File: src/rtl/sprite_pixel_gen.sv
// Game-object state and per-pixel colour source for the VGA display stage.
// Tracks the player, the player bullet, the enemy and the enemy bullet, and
// advances them once per frame on the falling edge of vSync. For each pixel
// strobe it registers a 3-bit colour code
// (0 bg, 1 player, 2 player bullet, 3 enemy bullet, 4 enemy).
module sprite_pixel_gen #(
   parameter int H_DISPLAY         = 640,
   parameter int V_DISPLAY         = 480,
   parameter int PLAYER_W          = 32,
   parameter int PLAYER_H          = 16,
   parameter int PLAYER_Y          = 440,
   parameter int PLAYER_SPEED      = 4,
   parameter int ENEMY_W           = 32,
   parameter int ENEMY_H           = 16,
   parameter int ENEMY_Y           = 40,
   parameter int ENEMY_SPEED       = 2,
   parameter int BULLET_W          = 4,
   parameter int BULLET_H          = 8,
   parameter int BULLET_SPEED      = 8,
   parameter int ENEMY_FIRE_PERIOD = 60
) (
   input  logic       i_Clk,
   input  logic       i_Reset,
   input  logic       i_PixelEn,
   input  logic [9:0] i_PixelPos_X,
   input  logic [9:0] i_PixelPos_Y,
   input  logic       i_vSync,
   input  logic       i_BtnLeft,
   input  logic       i_BtnRight,
   input  logic       i_BtnFire,
   output logic [2:0] o_PixelColor,
   output logic       o_EnemyHit,
   output logic       o_PlayerHit,
   output logic [7:0] o_Score
);

   localparam int FCW = $clog2(ENEMY_FIRE_PERIOD);

   localparam logic [9:0]     PLAYER_X_RST = 10'((H_DISPLAY - PLAYER_W) / 2);
   localparam logic [9:0]     PLAYER_X_MAX = 10'(H_DISPLAY - PLAYER_W);
   localparam logic [9:0]     ENEMY_X_MAX  = 10'(H_DISPLAY - ENEMY_W);
   localparam logic [9:0]     PB_X_OFS     = 10'(PLAYER_W / 2 - BULLET_W / 2);
   localparam logic [9:0]     PB_Y_SPAWN   = 10'(PLAYER_Y - BULLET_H);
   localparam logic [9:0]     EB_X_OFS     = 10'(ENEMY_W / 2 - BULLET_W / 2);
   localparam logic [9:0]     EB_Y_SPAWN   = 10'(ENEMY_Y + ENEMY_H);
   localparam logic [FCW-1:0] FIRE_LAST    = FCW'(ENEMY_FIRE_PERIOD - 1);

   typedef enum logic {
      B_IDLE = 1'b0,
      B_FLY  = 1'b1
   } bullet_state_e;

   // Zero-extend a position so sums with box sizes cannot wrap.
   function automatic logic [10:0] ext(input logic [9:0] v);
      return {1'b0, v};
   endfunction

   // Half-open box intersection: touching edges do not count as a hit.
   function automatic logic overlap(input logic [9:0] ax, ay, input logic [10:0] aw, ah,
                                    input logic [9:0] bx, by, input logic [10:0] bw, bh);
      return (ext(ax) < ext(bx) + bw) && (ext(bx) < ext(ax) + aw) &&
             (ext(ay) < ext(by) + bh) && (ext(by) < ext(ay) + ah);
   endfunction

   // Pixel (x,y) lies in [x0,x0+w) x [y0,y0+h).
   function automatic logic covers(input logic [9:0] x, y, x0, y0, input logic [10:0] w, h);
      return (x >= x0) && (ext(x) < ext(x0) + w) && (y >= y0) && (ext(y) < ext(y0) + h);
   endfunction

   logic                vsync_q;
   logic                tick;
   logic [9:0]          player_x_q, player_x_d;
   logic [9:0]          enemy_x_q, enemy_x_d;
   logic                enemy_right_q, enemy_right_d;
   bullet_state_e       pb_state_q, pb_state_d;
   logic [9:0]          pb_x_q, pb_x_d, pb_y_q, pb_y_d;
   bullet_state_e       eb_state_q, eb_state_d;
   logic [9:0]          eb_x_q, eb_x_d, eb_y_q, eb_y_d;
   logic [FCW-1:0]      fire_cnt_q, fire_cnt_d;
   logic [7:0]          score_q, score_d;
   logic                enemy_hit_q, enemy_hit_d;
   logic                player_hit_q, player_hit_d;
   logic [2:0]          pix_q, colour_code;

   // One-clock frame tick on the falling edge of vSync.
   assign tick = vsync_q & ~i_vSync;

   // Per-frame update of all objects; collision checks read pre-tick positions.
   always_comb begin
      // NOTE: every next-state value is defaulted to its current value first, so
      // branches that leave a signal untouched cannot infer a latch.
      player_x_d    = player_x_q;
      enemy_x_d     = enemy_x_q;
      enemy_right_d = enemy_right_q;
      pb_state_d    = pb_state_q;
      pb_x_d        = pb_x_q;
      pb_y_d        = pb_y_q;
      eb_state_d    = eb_state_q;
      eb_x_d        = eb_x_q;
      eb_y_d        = eb_y_q;
      fire_cnt_d    = fire_cnt_q;
      score_d       = score_q;
      enemy_hit_d   = 1'b0;
      player_hit_d  = 1'b0;

      if (tick) begin
         // Player: exactly one direction button moves it, clamped to the screen.
         if (i_BtnLeft && !i_BtnRight) begin
            if (player_x_q < 10'(PLAYER_SPEED)) player_x_d = '0;
            else                                player_x_d = player_x_q - 10'(PLAYER_SPEED);
         end else if (i_BtnRight && !i_BtnLeft) begin
            if (ext(player_x_q) + 11'(PLAYER_SPEED) > ext(PLAYER_X_MAX)) player_x_d = PLAYER_X_MAX;
            else                                                        player_x_d = player_x_q + 10'(PLAYER_SPEED);
         end

         // Enemy: patrols, clamping and reversing when it reaches either edge.
         if (enemy_right_q) begin
            if (ext(enemy_x_q) + 11'(ENEMY_SPEED) >= ext(ENEMY_X_MAX)) begin
               enemy_x_d     = ENEMY_X_MAX;
               enemy_right_d = 1'b0;
            end else begin
               enemy_x_d = enemy_x_q + 10'(ENEMY_SPEED);
            end
         end else begin
            if (enemy_x_q <= 10'(ENEMY_SPEED)) begin
               enemy_x_d     = '0;
               enemy_right_d = 1'b1;
            end else begin
               enemy_x_d = enemy_x_q - 10'(ENEMY_SPEED);
            end
         end

         // Player bullet: launch from the player's centre; a bullet retiring this
         // tick cannot be relaunched until the next tick.
         if (pb_state_q == B_IDLE) begin
            if (i_BtnFire) begin
               pb_state_d = B_FLY;
               pb_x_d     = player_x_q + PB_X_OFS;
               pb_y_d     = PB_Y_SPAWN;
            end
         end else if (overlap(pb_x_q, pb_y_q, 11'(BULLET_W), 11'(BULLET_H),
                              enemy_x_q, 10'(ENEMY_Y), 11'(ENEMY_W), 11'(ENEMY_H))) begin
            pb_state_d  = B_IDLE;
            enemy_hit_d = 1'b1;
            if (score_q != 8'hFF) score_d = score_q + 8'd1;
         end else if (pb_y_q < 10'(BULLET_SPEED)) begin
            pb_state_d = B_IDLE;
         end else begin
            pb_y_d = pb_y_q - 10'(BULLET_SPEED);
         end

         // Enemy bullet: the shot counter parks at its last value while a shot
         // is in flight, so the next shot follows on the first idle tick.
         if (eb_state_q == B_IDLE) begin
            if (fire_cnt_q == FIRE_LAST) begin
               fire_cnt_d = '0;
               eb_state_d = B_FLY;
               eb_x_d     = enemy_x_q + EB_X_OFS;
               eb_y_d     = EB_Y_SPAWN;
            end else begin
               fire_cnt_d = fire_cnt_q + FCW'(1);
            end
         end else begin
            if (fire_cnt_q != FIRE_LAST) fire_cnt_d = fire_cnt_q + FCW'(1);
            if (overlap(eb_x_q, eb_y_q, 11'(BULLET_W), 11'(BULLET_H),
                        player_x_q, 10'(PLAYER_Y), 11'(PLAYER_W), 11'(PLAYER_H))) begin
               eb_state_d   = B_IDLE;
               player_hit_d = 1'b1;
            end else if (ext(eb_y_q) + 11'(BULLET_H) + 11'(BULLET_SPEED) > 11'(V_DISPLAY)) begin
               eb_state_d = B_IDLE;
            end else begin
               eb_y_d = eb_y_q + 10'(BULLET_SPEED);
            end
         end
      end
   end

   // Colour of the addressed pixel: bullets in flight first, then player, then enemy.
   always_comb begin
      colour_code = 3'd0;
      if (i_PixelPos_X < 10'(H_DISPLAY) && i_PixelPos_Y < 10'(V_DISPLAY)) begin
         if (pb_state_q == B_FLY &&
             covers(i_PixelPos_X, i_PixelPos_Y, pb_x_q, pb_y_q, 11'(BULLET_W), 11'(BULLET_H)))
            colour_code = 3'd2;
         else if (eb_state_q == B_FLY &&
                  covers(i_PixelPos_X, i_PixelPos_Y, eb_x_q, eb_y_q, 11'(BULLET_W), 11'(BULLET_H)))
            colour_code = 3'd3;
         else if (covers(i_PixelPos_X, i_PixelPos_Y, player_x_q, 10'(PLAYER_Y),
                         11'(PLAYER_W), 11'(PLAYER_H)))
            colour_code = 3'd1;
         else if (covers(i_PixelPos_X, i_PixelPos_Y, enemy_x_q, 10'(ENEMY_Y),
                         11'(ENEMY_W), 11'(ENEMY_H)))
            colour_code = 3'd4;
      end
   end

   // State registers; reset is asynchronous and takes effect mid-frame.
   always_ff @(posedge i_Clk or posedge i_Reset) begin
      if (i_Reset) begin
         vsync_q       <= 1'b1;
         player_x_q    <= PLAYER_X_RST;
         enemy_x_q     <= '0;
         enemy_right_q <= 1'b1;
         pb_state_q    <= B_IDLE;
         pb_x_q        <= '0;
         pb_y_q        <= '0;
         eb_state_q    <= B_IDLE;
         eb_x_q        <= '0;
         eb_y_q        <= '0;
         fire_cnt_q    <= '0;
         score_q       <= '0;
         enemy_hit_q   <= 1'b0;
         player_hit_q  <= 1'b0;
         pix_q         <= '0;
      end else begin
         // NOTE: sequential state uses non-blocking assignments so every register
         // samples pre-edge values regardless of statement order.
         vsync_q       <= i_vSync;
         player_x_q    <= player_x_d;
         enemy_x_q     <= enemy_x_d;
         enemy_right_q <= enemy_right_d;
         pb_state_q    <= pb_state_d;
         pb_x_q        <= pb_x_d;
         pb_y_q        <= pb_y_d;
         eb_state_q    <= eb_state_d;
         eb_x_q        <= eb_x_d;
         eb_y_q        <= eb_y_d;
         fire_cnt_q    <= fire_cnt_d;
         score_q       <= score_d;
         enemy_hit_q   <= enemy_hit_d;
         player_hit_q  <= player_hit_d;
         if (i_PixelEn) pix_q <= colour_code;
      end
   end

   assign o_PixelColor = pix_q;
   assign o_EnemyHit   = enemy_hit_q;
   assign o_PlayerHit  = player_hit_q;
   assign o_Score      = score_q;

endmodule
File: config.mk
export PLATFORM = sky130hd
export DESIGN_NAME = sprite_pixel_gen
export DESIGN_NICKNAME = d
export VERILOG_FILES = /design/src/rtl/sprite_pixel_gen.sv
export SDC_FILE = /design/constraint.sdc
export NUM_CORES = 1
export LEC_CHECK = 0
export CAP_MARGIN = 20
export CORE_MARGIN = 4
export CORE_UTILIZATION = 30
export CTS_CLUSTER_DIAMETER = 80
export DETAILED_ROUTE_END_ITERATION = 16
export PLACE_DENSITY = 0.48
export SYNTH_ARGS = -nofsm -noshare
export SYNTH_HDL_FRONTEND = slang
export SYNTH_SLANG_ARGS = --single-unit
File: constraint.sdc
create_clock -name i_Clk -period 3.7 [get_ports i_Clk]
set_input_delay 0.74 -clock i_Clk [delete_from_list [all_inputs] [get_ports i_Clk]]
set_output_delay 0.74 -clock i_Clk [all_outputs]
set_load 0.01 [all_outputs]
Word level (Yosys, flattened, before mapping)

Index checks and enable logic that the tools add are counted.

Bits in registers: 83
Input bits: 27

Mux-type cells: 40
Add/sub/neg operators: 19
Bitwise gates (word level): 4
Equality and inequality tests: 8
Reductions and logical operators: 35
Magnitude comparators: 32

Operator list:

| operator                                                                      | count |
|---|---|
| 10-bit two-way mux                                                            | 15 |
| 10-bit by 11-bit less-than comparator with 1-bit output                       | 10 |
| 10-bit >= comparator                                                          | 6 |
| 10-bit by 3-bit adder with 11-bit output, second input constant               | 3 |
| 10-bit by 4-bit adder with 10-bit output, second input constant               | 3 |
| 10-bit by 9-bit less-than comparator with 1-bit output, second input constant | 3 |
| 1-bit logical AND                                                             | 23 |
| 10-bit by 4-bit adder with 11-bit output, second input constant               | 2 |
| 10-bit by 6-bit adder with 11-bit output, second input constant               | 2 |
| 10-bit by 6-bit less-than comparator with 1-bit output, second input constant | 2 |
| 6-bit two-way mux                                                             | 3 |
| 1-bit two-way mux                                                             | 17 |
| 3-bit two-way mux                                                             | 5 |
| 4-bit AND reduction                                                           | 3 |
| 10-bit by 2-bit adder with 11-bit output, second input constant               | 1 |
| 11-bit by 4-bit adder with 11-bit output, second input constant               | 1 |
| 11-bit by 10-bit >= comparator with 1-bit output, second input constant       | 1 |
| 11-bit by 10-bit > comparator with 1-bit output, second input constant        | 1 |
| 11-bit by 9-bit > comparator with 1-bit output, second input constant         | 1 |
| 6-bit by 11-bit less-than comparator with 1-bit output, first input constant  | 1 |
| 9-bit by 11-bit less-than comparator with 1-bit output, first input constant  | 1 |
| 10-bit by 2-bit adder with 10-bit output, second input constant               | 1 |
| 10-bit by 3-bit adder with 10-bit output, second input constant               | 1 |
| 10-bit by 6-bit >= comparator with 1-bit output, second input constant        | 1 |
| 21 further kinds                                                              | 31 |

Depth between registers and ports, before layout

Word-level depth: 10
Gate-level depth with buffers: 12
Depth with buffers taken out: 12

Worst setup path after synthesis

OpenSTA, ideal clock, no wires.

Kind: register -> register
From: reg enemy_x_q[5]
To: reg score_q[1] (netlist: o_Score[1])
Stages on the path, launching flop included: 13
Period minus slack after synthesis: 2.758 ns
Arrival: 2.631 ns
Data required time: 3.572 ns
Setup slack: 0.942 ns
Cells stage by stage: dfrtp_1 -> clkbuf_1 -> inv_1 -> ha_1 -> inv_1 -> ha_1 -> o2111ai_1 -> a21oi_1 -> o2111ai_1 -> a21oi_1 -> a211oi_4 -> nand2_1 -> mux2_1

Longest elaborated chain between the ends: 6

Ends and longest elaborated chain:

| item                                                    | RTL line | text |
|---|---|---|
| from (decl)                                             | 73       | `logic [9:0] enemy_x_q, enemy_x_d;` |
| from (signal assigned)                                  | 220      | `enemy_x_q <= enemy_x_d;` |
| 10-bit by 6-bit adder with 11-bit output                | 61       | `return (ext(ax) < ext(bx) + bw) && (ext(bx) < ext(ax) + aw) &&` |
| 10-bit by 11-bit less-than comparator with 1-bit output | 61       |  |
| 1-bit logical AND * (2 in a row)                        | 61       |  |
| 1-bit logical AND *                                     | 62       | `(ext(ay) < ext(by) + bh) && (ext(by) < ext(ay) + ah);` |
| 4-bit AND reduction (no line) *                         | --       |  |
| to (signal assigned)                                    | 229      | `score_q <= score_d;` |
| to (decl)                                               | 80       | `logic [7:0] score_q, score_d;` |

Every way passes the cells marked *; elsewhere a longest branch is shown, timed or not.
A chain may end at the register's enable or synchronous reset.

Worst setup path in the final report

From: reg pb_x_q[5]
To: reg pix_q[0] (netlist: o_PixelColor[0])

Longest elaborated chain between the ends: 8

Ends and longest elaborated chain:

| item                                                    | RTL line | text |
|---|---|---|
| from (decl)                                             | 76       | `logic [9:0] pb_x_q, pb_x_d, pb_y_q, pb_y_d;` |
| from (signal assigned)                                  | 223      | `pb_x_q <= pb_x_d;` |
| 10-bit by 3-bit adder with 11-bit output                | 67       | `return (x >= x0) && (ext(x) < ext(x0) + w) && (y >= y0) && (ext(y) < ext(y0) + h);` |
| 10-bit by 11-bit less-than comparator with 1-bit output | 67       |  |
| 1-bit logical AND * (3 in a row)                        | 67       |  |
| 1-bit logical AND *                                     | 182      | `if (pb_state_q == B_FLY &&` |
| 3-bit two-way mux *                                     | 182      |  |
| 3-bit two-way mux *                                     | 181      | `if (i_PixelPos_X < 10'(H_DISPLAY) && i_PixelPos_Y < 10'(V_DISPLAY)) begin` |
| to (signal assigned)                                    | 232      | `if (i_PixelEn) pix_q <= colour_code;` |
| to (decl)                                               | 83       | `logic [2:0] pix_q, colour_code;` |

Marks and branches as above.

==> impl_metrics.env <==
export IMPL_status="finished, final reports clean"
export IMPL_grt_usage=0.159
export IMPL_setup_viol=0
export IMPL_first_global_vias=6739
export IMPL_reg2reg_to="o_PixelColor[0]"
export IMPL_p_int_mw=2.58
export IMPL_synth_seq_cells=72
export IMPL_fmax_mhz=316
export IMPL_maxSlewHeadroom=0.397
export IMPL_synthDistinctLibCells=81
export IMPL_dieHeight_um=167
export IMPL_rsz0062_at_grt="no"
export IMPL_drv_slew=0
export IMPL_hold_class="reg2reg"
export IMPL_synth_edf_count=0
export IMPL_num_antenna_cells=0
export IMPL_crit_type="reg2reg"
export IMPL_routabilityCongestion=0.831
export IMPL_clkLatencyLatePin_ns=0.35
export IMPL_worst_pin_slew_ns=0.905
export IMPL_end_kind="flip-flop"
export IMPL_min_to="fire_cnt_q[5]"
export IMPL_drive_gt1_frac=0.0827
export IMPL_yosysSeqAreaShare=0.239
export IMPL_cts_buffers=9
export IMPL_syn_inst=894
export IMPL_peakVddDrop_v=0.000209
export IMPL_drc=0
export IMPL_path_clk_slew_ns=0.06
export IMPL_tns_ns=0
export IMPL_dp_cells=1251
export IMPL_finalCritPeriodShare=0.857
export IMPL_vias_per_cell=5.29
export IMPL_postCtsHoldBufs=0
export IMPL_syn_avg_cell_area_um2=8.47
export IMPL_die_w_um=167
export IMPL_synth_top_cell_by_area="ha_1"
export IMPL_antenna_found_initial=0
export IMPL_sequentialPowerShare=0.274
export IMPL_whs_path_depth=1
export IMPL_wl_um=21800
export IMPL_synth_fp_nets=1058
export IMPL_fin_cells=1267
export IMPL_cts_root_buffer="clkbuf_16"
export IMPL_finalClockSkew_ns=0.0144
export IMPL_start_util=0.308
export IMPL_post_cts_setup_buffers=0
export IMPL_drtAntennaViolNets=0
export IMPL_max_cap_violations=0
export IMPL_synth_area_um2=7580
export IMPL_vias=6708
export IMPL_synth_area_leaders="ha_1, dfrtp_1, xnor2_1"
export IMPL_power_density_nw_per_um2=559
export IMPL_rows=57
export IMPL_min_from="fire_cnt_q[5]"
export IMPL_grt_ovfl_total=0
export IMPL_synth_top_area_share=0.226
export IMPL_area_delta_synth_final_pct=14.7
export IMPL_tritoncts="built"
export IMPL_fin_hold_ws_ns=0.485
export IMPL_dr_first_iter_drc_count=450
export IMPL_fp_dieArea_um2=27900
export IMPL_start_kind="flip-flop"
export IMPL_cts_resized_gates=0
export IMPL_wire_per_inst_um=17.2
export IMPL_power_frac_clock=0.170
export IMPL_rrSetupSlack_ns=0.53
export IMPL_power_leakage_nw=3.69
export IMPL_dp_hpwl_um=17300
export IMPL_rr_worst_depth=13
export IMPL_clkSinkCount=72
export IMPL_finalCriticalPeriod_ns=3.17
export IMPL_switching_power_mw=2.27
export IMPL_crit_required_ns=3.92
export IMPL_grt_first_pass_wirelength_um=36000
export IMPL_synthFlopType="dfrtp_1"
export IMPL_rr_startpoint="pb_x_q[5]"
export IMPL_io_pins=40
export IMPL_synth_warnings=0
export IMPL_arrival_ns=3.39
export IMPL_power_frac_comb=0.556
export IMPL_finalHoldViolations=0
export IMPL_h_tree_depth=3
export IMPL_fin_nets=1102
export IMPL_p_sw_frac=0.468
export IMPL_crit_fanout=4
export IMPL_cts_max_path_buffers=2
export IMPL_grt_max_degree=46
export IMPL_io_buffer_count=35
export IMPL_async_reset_ff_frac=1.00
export IMPL_dr_pass1_iters=5
export IMPL_core_um2=24600
routing by layer:
| metal | track usage | vias up | wire, um |
|---|---|---|---|
| met3 | 0.0213 | 24 | 566 |
| met2 | 0.251 | 108 | 9890 |
| met4 | 0.0381 | 0 | 354 |
| met1 | 0.229 | 3184 | 11000 |
| met5 | 0 | - | 0 |
| li1 | - | 3392 | - |
power groups by stage:
stage          clock network, mW  logic, mW  registers, mW
6_report                   0.827       2.70           1.33
5_1_grt                    0.892       3.16           1.38
4_1_cts                    0.862       2.72           1.33
3_5_place_dp                   0       2.71           1.34
3_3_place_gp                   0       2.69           1.34
2_1_floorplan                  0       2.09           1.17
synth_stat cells (3+ instances only):
| master | n |
|---|---|
| a2111oi_0 | 6 |
| a211o_1 | 3 |
| a211oi_1 | 9 |
| a21o_1 | 7 |
| a21oi_1 | 54 |
| a221oi_1 | 4 |
| a22oi_1 | 4 |
| a31oi_1 | 14 |
| and2_1 | 4 |
| and3_1 | 12 |
| and4_1 | 5 |
| buf_2 | 16 |
| clkbuf_1 | 13 |
| dfrtp_1 | 67 |
| dfstp_2 | 5 |
| ha_1 | 137 |
| inv_1 | 65 |
| inv_2 | 5 |
| mux2_2 | 3 |
| mux2i_1 | 12 |
| nand2_1 | 66 |
| nand2b_1 | 10 |
| nand3_1 | 43 |
| nand4_1 | 14 |
| nor2_1 | 56 |
| nor2b_1 | 9 |
| nor3_1 | 16 |
| nor3b_1 | 3 |
| nor4_1 | 15 |
| o2111ai_1 | 3 |
| o211ai_1 | 13 |
| o21a_1 | 8 |
| o21ai_0 | 62 |
| o21bai_1 | 4 |
| o22ai_1 | 4 |
| o31a_1 | 3 |
| o31ai_1 | 5 |
| o32ai_1 | 3 |
| or3_1 | 4 |
| or4_1 | 3 |
| xnor2_1 | 54 |
worst max-delay path by stage:
| stage | endpoint | slack [ns] | cells past startpoint | from |
|---|---|---|---|---|
| final | o_PixelColor[0] | 0.53 | 13 | pb_x_q[5] |
| after floorplan | o_Score[1] | 0.94 | 12 | enemy_x_q[5] |
| after CTS | o_PixelColor[0] | 0.44 | 13 | pb_x_q[6] |
| after global routing | o_PixelColor[0] | 0.28 | 13 | pb_x_q[6] |
| after global placement | o_PixelColor[2] | 0.20 | 10 | i_PixelPos_X[3] |
| after detailed placement | o_PixelColor[2] | 0.20 | 9 | i_PixelPos_X[4] |
through the flow:
step | total power [mW] | setup WS [ns] | util | area (um^2)
5_1_grt | 5.43 | 0.279 | 0.353 | 8690
2_1_floorplan | 3.26 | 0.942 | - | 7580
3_3_place_gp | 4.03 | 0.201 | 0.342 | 8420
3_5_place_dp | 4.05 | 0.205 | 0.342 | 8420
4_1_cts | 4.91 | 0.441 | 0.353 | 8690
6_report | 4.86 | 0.531 | 0.353 | 8690
cells in the final DEF (no fill, tap or decap), types with 4 or more instances in the layout:
cell type / netlist / final
dfrtp_1: 67 / 67
inv_2: 5 / 5
inv_1: 65 / 64
ha_1: 137 / 137
a211oi_1: 9 / 9
a31oi_1: 14 / 14
nor2b_1: 9 / 8
nor2_1: 56 / 56
and4_1: 5 / 5
o22ai_1: 4 / 4
nand3_1: 43 / 43
a22oi_1: 4 / 4
clkinv_2: 0 / 4
nand2b_1: 10 / 10
a21oi_1: 54 / 54
o31ai_1: 5 / 5
xnor2_1: 54 / 54
o21ai_0: 62 / 62
a2111oi_0: 6 / 6
o21a_1: 8 / 8
nor4_1: 15 / 15
nand4_1: 14 / 14
clkbuf_16: 0 / 9
a221oi_1: 4 / 4
a21o_1: 7 / 7
and2_1: 4 / 4
nor3_1: 16 / 16
mux2i_1: 12 / 12
nand2_1: 66 / 66
buf_4: 0 / 27
or3_1: 4 / 4
clkdlybuf4s50_1: 0 / 35
and3_1: 12 / 12
o211ai_1: 13 / 13
dfstp_2: 5 / 5
o21bai_1: 4 / 4
kinds of logic after synthesis:
| family | count (synthesis) | synth area share |
|---|---|---|
| flip-flops | 72 | 0.239 |
| adder cells (fa/ha/maj) | 139 | 0.229 |
| AND/OR/NAND/NOR | 277 | 0.189 |
| buffers and inverters | 100 | 0.0532 |
| AO/OA/AOI/OAI | 234 | 0.203 |
| XOR/XNOR | 55 | 0.0636 |
| multiplexers | 17 | 0.0233 |
cell type report:
| cell class | count | area [um^2] |
|---|---|---|
| Timing Repair Buffer | 63 | 573 |
| Multi-Input combinational cell | 722 | 5370 |
| Clock buffer | 9 | 225 |
| Clock inverter | 7 | 46.3 |
| Inverter | 70 | 264 |
| Sequential cell | 72 | 1810 |
| Fill cell | 2592 | 15900 |
| Tap cell | 324 | 405 |
flip-flops by register name, indices dropped and copies added, names as in the netlist, 3 cells and up:
register      count
pb_x_q            9
player_x_q        8
o_Score           8
eb_x_q            9
pb_y_q            7
enemy_x_q         9
eb_y_q            7
fire_cnt_q        6
o_PixelColor      3
worst max-delay path: stages, from the launching register on:
cell and delay (ns):
dfrtp_1 0.40, nand3_1 0.19, nor3_1 0.18, buf_4 0.15, nand3_1 0.09, xnor2_1 0.20
ha_1 0.22, nor4_1 0.23, nand3_1 0.11, a41o_1 0.22, a221oi_1 0.36, o21ai_0 0.21
a32o_1 0.28, a31o_2 0.21
(Power assumes the default switching activity.)
